==> config.mk <==
export PLATFORM = sky130hd
export DESIGN_NAME = press_driver
export DESIGN_NICKNAME = d
export VERILOG_FILES = /design/src/rtl/press_driver.sv
export SDC_FILE = /design/constraint.sdc
export NUM_CORES = 1
export LEC_CHECK = 0
export BUFFER_PORTS_ARGS = -buffer_cell sky130_fd_sc_hd__buf_2
export CAP_MARGIN = 20
export CORE_MARGIN = 3
export CORE_UTILIZATION = 49
export DETAILED_ROUTE_END_ITERATION = 12
export PLACE_DENSITY = 0.83
export SKIP_LAST_GASP = 1
export SLEW_MARGIN = 25
export SYNTH_ARGS = -nofsm -noshare
export SYNTH_HDL_FRONTEND = slang
export SYNTH_SLANG_ARGS = --single-unit
==> constraint.sdc <==
create_clock -name clk -period 1.8 [get_ports clk]
set_input_delay 0.36 -clock clk [delete_from_list [all_inputs] [get_ports clk]]
set_output_delay 0.36 -clock clk [all_outputs]
set_load 0.02 [all_outputs]
==> src/rtl/press_driver.sv <==
// Button-press transmitter: turns one-cycle press requests (external or LFSR
// "cyber player") into a held button level followed by a guaranteed low gap.
module press_driver #(
  parameter int unsigned HOLD_CYCLES = 4,
  parameter int unsigned GAP_CYCLES  = 2,
  parameter int unsigned MAX_PENDING = 3
) (
  input  logic       clk,
  input  logic       reset,
  input  logic       fire,
  input  logic       auto_en,
  input  logic       strobe,
  input  logic [9:0] threshold,
  output logic       press,
  output logic       released,
  output logic       overflow,
  output logic       busy
);

  localparam int unsigned LFSR_W  = 10;
  localparam int unsigned PEND_W  = $clog2(MAX_PENDING + 1);
  localparam int unsigned CNT_MAX = (HOLD_CYCLES > GAP_CYCLES) ? HOLD_CYCLES : GAP_CYCLES;
  localparam int unsigned CNT_W   = (CNT_MAX > 1) ? $clog2(CNT_MAX) : 1;

  typedef enum logic [1:0] {
    S_IDLE  = 2'd0,
    S_PRESS = 2'd1,
    S_GAP   = 2'd2
  } state_t;

  state_t              r_state;
  logic [CNT_W-1:0]    r_cnt;
  logic [PEND_W-1:0]   r_pending;
  logic [LFSR_W-1:0]   r_lfsr;
  logic                r_press;
  logic                r_released;
  logic                r_overflow;

  logic                w_auto_req;
  logic                w_req;
  logic                w_deq;
  logic                w_full;

  // fire and an auto request in the same cycle merge into a single request
  assign w_auto_req = auto_en & strobe & (r_lfsr < threshold);
  assign w_req      = fire | w_auto_req;
  assign w_deq      = (r_state == S_IDLE) && (r_pending != '0);
  assign w_full     = (r_pending == PEND_W'(MAX_PENDING));

  // Fibonacci LFSR x^10 + x^7 + 1; the all-zero state is unreachable from 1
  always_ff @(posedge clk or posedge reset) begin
    if (reset) begin
      r_lfsr <= LFSR_W'(1);
    end else if (auto_en) begin
      r_lfsr <= {r_lfsr[LFSR_W-2:0], r_lfsr[9] ^ r_lfsr[6]};
    end
  end

  // Saturating request queue; a dequeue cancels a same-cycle request
  always_ff @(posedge clk or posedge reset) begin
    if (reset) begin
      r_pending  <= '0;
      r_overflow <= 1'b0;
    end else begin
      r_overflow <= 1'b0;
      if (w_req && w_deq) begin
        r_pending <= r_pending;
      end else if (w_req) begin
        if (w_full) begin
          r_overflow <= 1'b1;
        end else begin
          r_pending <= r_pending + PEND_W'(1);
        end
      end else if (w_deq) begin
        r_pending <= r_pending - PEND_W'(1);
      end
    end
  end

  // Hold / gap sequencer with registered Moore outputs
  always_ff @(posedge clk or posedge reset) begin
    if (reset) begin
      r_state    <= S_IDLE;
      r_cnt      <= '0;
      r_press    <= 1'b0;
      r_released <= 1'b0;
    end else begin
      r_released <= 1'b0;
      case (r_state)
        S_IDLE: begin
          if (r_pending != '0) begin
            r_state <= S_PRESS;
            r_cnt   <= '0;
            r_press <= 1'b1;
          end
        end
        S_PRESS: begin
          if (r_cnt == CNT_W'(HOLD_CYCLES - 1)) begin
            r_state    <= S_GAP;
            r_cnt      <= '0;
            r_press    <= 1'b0;
            r_released <= 1'b1;
          end else begin
            r_cnt <= r_cnt + CNT_W'(1);
          end
        end
        S_GAP: begin
          if (r_cnt == CNT_W'(GAP_CYCLES - 1)) begin
            r_state <= S_IDLE;
            r_cnt   <= '0;
          end else begin
            r_cnt <= r_cnt + CNT_W'(1);
          end
        end
        default: begin
          r_state <= S_IDLE;
          r_cnt   <= '0;
          r_press <= 1'b0;
        end
      endcase
    end
  end

  assign press    = r_press;
  assign released = r_released;
  assign overflow = r_overflow;
  assign busy     = (r_state != S_IDLE) || (r_pending != '0);

endmodule
# Word-level counts from Yosys, hierarchy flattened
# Index checks and enable logic that the tools add are counted.
# classes
n_addsub,3
order_cmp,1
eq_ne,9
mux,19
bitwise,6
reduce_logical,10
# ops
op,count
2-bit 2-to-1 mux,9
2-bit case mux with 3 select lines,2
10-bit < comparator,1
3-bit AND reduction,3
1-bit 2-to-1 mux,7
2-bit == test (second input constant),3
2-bit inequality test (second input constant),3
2-bit nonzero test,3
2-bit by 1-bit adder with 2-bit output (second input constant),2
2-bit by 1-bit == test with 1-bit output (second input constant),2
1-bit case mux with 3 select lines,1
1-bit bitwise AND,2
1-bit logical AND,2
2-bit logical NOT,1
2-bit by 1-bit inequality test with 1-bit output (second input constant),1
1-bit NOT,2
2-bit by 1-bit subtractor with 2-bit output (second input constant),1
1-bit logical OR,1
1-bit bitwise OR,1
1-bit XOR,1
# word_totals
ff_bits,19
input_bits,15
out_inout_bits,4
elab_cells,55

# Depth between registers and ports, before layout
# depth
ltp_word,6
mapped_depth,8
mapped_depth_nobuf,8

# Worst setup path before layout
# OpenSTA, ideal clock, no wires.
# synth_timing
kind,input port to flip-flop
start,in threshold[3]
end,reg r_pending[0]
arrival_time_ns,1.656
t_required_ns,1.671
slack_ns,0.015
cell_stages,8
path_cell_list,inv_1 ha_1 a21o_1 a21oi_1 and3b_1 a211oi_4 a31o_2 o22ai_2
# synth_between
elab_chain_len,6
elab_cells_between_ends,9
classes_between,order compare: 1; eq/ne: 1; mux: 1; bitwise: 3; reduce/logical: 3
# synth_rtl
item,line_no,source
start: declaration,13,"input logic [9:0] threshold,"
10-bit < comparator *,45,assign w_auto_req = auto_en & strobe & (r_lfsr < threshold);
1-bit bitwise AND *,45,
1-bit bitwise OR *,46,assign w_req = fire | w_auto_req;
"parallel branches: the longest is 3 deep, another holds 3-bit AND reduction",--,
end signal: assignment,67,r_pending <= r_pending;
end signal: assignment,72,r_pending <= r_pending + PEND_W'(1);
end signal: assignment,75,r_pending <= r_pending - PEND_W'(1);
end: declaration,33,logic [PEND_W-1:0] r_pending;
# Mark *: on every way between the ends.
# A chain may end at the register's enable or synchronous reset.

# Worst setup path in the final report
# layout_timing
start,reg r_lfsr[3]
end,reg r_pending[0]
# layout_between
elab_chain_len,6
elab_cells_between_ends,9
classes_between,order compare: 1; eq/ne: 1; mux: 1; bitwise: 3; reduce/logical: 3
# layout_rtl
item,line_no,source
start: declaration,34,logic [LFSR_W-1:0] r_lfsr;
start signal: assignment,55,"r_lfsr <= {r_lfsr[LFSR_W-2:0], r_lfsr[9] ^ r_lfsr[6]};"
10-bit < comparator *,45,
1-bit bitwise AND *,45,
1-bit bitwise OR *,46,
"parallel branches: the longest is 3 deep, another holds 3-bit AND reduction",--,
# Marked as above.

==> flow_summary.json <==
{
  "drt-total-wl_um": 2110,
  "cap_violations": 0,
  "insertion_delay_ps": 300,
  "tightest_slew_ps": 722,
  "drive_gt1_share_pct": 42.4,
  "relSlewSlack_pct": 51.8,
  "grt.total_usage_pct": 16.4,
  "worstSetupStartpointType": "flip-flop",
  "coreArea_um2": 2080,
  "yosysTopAreaCell": "dfrtp_1",
  "avgViaCountPerCell": 5.14,
  "min_period_ps": 1830,
  "die_w_um": 54.1,
  "rows": 16,
  "htreeDepth": 1,
  "finalMaxSlewViolations": 0,
  "yosysSeqAreaShare_pct": 42.1,
  "synth.avg_cell_area_um2": 10.4,
  "drtPass1Iterations": 5,
  "cts_hold_buf": 0,
  "syn_area_um2": 1130,
  "hpwlAfterDp_um": 1540,
  "violations": "negative setup slack",
  "setup_violations": 2,
  "start_util_pct": 54.4,
  "vias": 879,
  "cts_buffers": 3,
  "maxClockFrequency_mhz": 547,
  "yosys-top-cells-area": "dfrtp_1 (40%), ha_1 (17%), mux2_2 (8.9%)",
  "grt_pass1_vias": 859,
  "synth-seq-cells": 19,
  "ys.warnings.count": 0,
  "cp_data_required_time_ps": 1990,
  "grt_first_pass_wirelength_um": 3430,
  "root_buffer": "clkbuf_4",
  "die_area_um2": 2930,
  "wl_per_cell_um": 12.3,
  "antenna_cells": 0,
  "yosys.cell_types.count": 31,
  "drc_errors": 0,
  "grt.overflow.total": 0,
  "clk_pin_slew_ps": 110,
  "pre_cts_slack_ps": -169,
  "timing.final.crit_share_pct": 102,
  "hold_viol_final": 0,
  "grt_max_degree": 20,
  "antenna_found_initial": 0,
  "status": "complete, but fails checks",
  "worst_slack_ps": -27.5,
  "min_path_type": "in -> async",
  "fin_skew_ps": 1.92,
  "fin_nets": 175,
  "end_kind": "flip-flop",
  "ioPinCount": 19,
  "cp.arrival_ps": 2020,
  "yosys.area.top_type_share_pct": 39.7,
  "critPathMaxFanout": 5,
  "cts_tree": "done",
  "synth_fp_nets": 139,
  "critical_path_class": "reg -> reg",
  "die_y_um": 54.1,
  "p_leak_uw": 0.000722,
  "whs_ps": 158,
  "clock_tree.buffer_depth": 2,
  "syn_inst": 109,
  "gp_congestion": 0.714,
  "powerDensity_nw_per_um2": 1490,
  "area_growth_pct": 26.2,
  "ant_nets": 0,
  "ir_worst_vdd_mv": 1.03,
  "rsz0062_at_grt": "true",
  "cts_sinks": 19,
  "drt-initial-drc-count": 4,
  "io_buffers": 18
}
[metrics by stage]
stage / total power, uW / util [%] / cells / setup TNS (ps) / cell area, um2
6_report: 2130 / 68.7 / 171 / -38.0 / 1430
5_1_grt: 2330 / 68.7 / 171 / -190 / 1430
4_1_cts: 2010 / 64.8 / 165 / -113 / 1350
3_5_place_dp: 1750 / 62.7 / 160 / -297 / 1310
3_3_place_gp: 1690 / 62.7 / 160 / -155 / 1310
2_1_floorplan: 1460 / - / 109 / 0 / 1130
[routing by layer]
layer  global-route usage (%)  vias to the layer above  routed length (um)
li1                         -                      441                   -
met1                     17.0                      416                 906
met2                     31.3                       17                1070
met3                     2.49                        5                  86
met4                     8.71                        0                  43
met5                        0                        -                   0
[synthesized netlist by cell type]
master    number
clkbuf_1       1
o21bai_1       1
o21ai_0        6
and3b_1        1
o32a_1         1
a211o_1        1
dfstp_2        1
nor2b_1        1
and3_2         1
nor3_1         2
o31ai_1        1
and2_1         1
nand2b_1       1
a21oi_1        4
nor3b_2        1
ha_1          15
xnor2_1        2
o22ai_2        1
inv_1         19
dfrtp_1       18
o22ai_1        1
a31o_2         1
nand2_1        5
mux2_2         9
o211ai_1       1
nand4_1        2
nor2_1         7
a211oi_4       1
nand3_1        1
o22a_1         1
a21o_1         1
[final timing paths]
check / slack, ps / endpoint / start / cells after the start
worst max-delay path: -30 / r_pending[0] / r_lfsr[3] / 7
worst min-delay path: 160 / r_lfsr[1] / reset / 2
worst max register to register: -30 / r_pending[0] / r_lfsr[3] / 7
worst min register to register: 510 / r_lfsr[0] / r_lfsr[0] / 2
max in group asynchronous: 1190 / r_pending[1] / reset / 2
min in group clk: 400 / r_lfsr[0] / auto_en / 3
[where the power goes]
part           internal (uW)  total [uW]  switching (uW)
registers                631         808             178
logic                    610        1110             497
clock network           82.9         217             134
total                   1320        2130             808
[cells in the final DEF (no fill, tap or decap), types with 2 or more instances in the layout]
cell	count
buf_2	18
dfrtp_1	18
inv_1	15
buf_4	14
ha_1	12
mux2_2	9
nor2_1	7
o21ai_0	6
nand2_1	5
inv_2	4
a21oi_1	3
clkbuf_4	3
nand4_1	2
xnor2_1	2
ha_4	2
[worst max-delay path: stages (launching register included)]
cell	delay, ps
dfrtp_1	420
ha_4	220
a21o_1	140
a21oi_1	120
and3b_2	230
a211oi_4	310
a31o_2	210
o22ai_2	60
[registers in the layout, summed over array words and instances, names as in the netlist]
register / flops
overflow: 1
r_pending: 2
r_cnt: 2
released: 1
press: 1
r_state: 2
r_lfsr: 10
[cell families (layout without fill, tap and decap cells)]
logic type | Yosys count | count (layout) | synth area share [%]
xor+xnor | 2 | 2 | 1.55
compound gates | 21 | 21 | 13.7
fa+ha+maj | 15 | 15 | 16.6
buf+inv | 20 | 55 | 6.62
simple gates | 23 | 23 | 10.6
flops | 19 | 19 | 42.1
mux | 9 | 9 | 8.94
[area by class of cell]
type | instances | area (um2)
Fill cell | 172 | 652
Multi-Input combinational cell | 70 | 626
Sequential cell | 19 | 477
Timing Repair Buffer | 32 | 195
Inverter | 19 | 71.3
Tap cell | 27 | 33.8
Clock buffer | 3 | 22.5
Clock inverter | 1 | 5.00
[what timing repair did]
action	in CTS	in global routing
gates resized for setup	2	9
setup buffers	1	6
pin swaps	8	5
setup endpoints to repair	2	4
No activity file was read; power rests on OpenSTA's default activity.
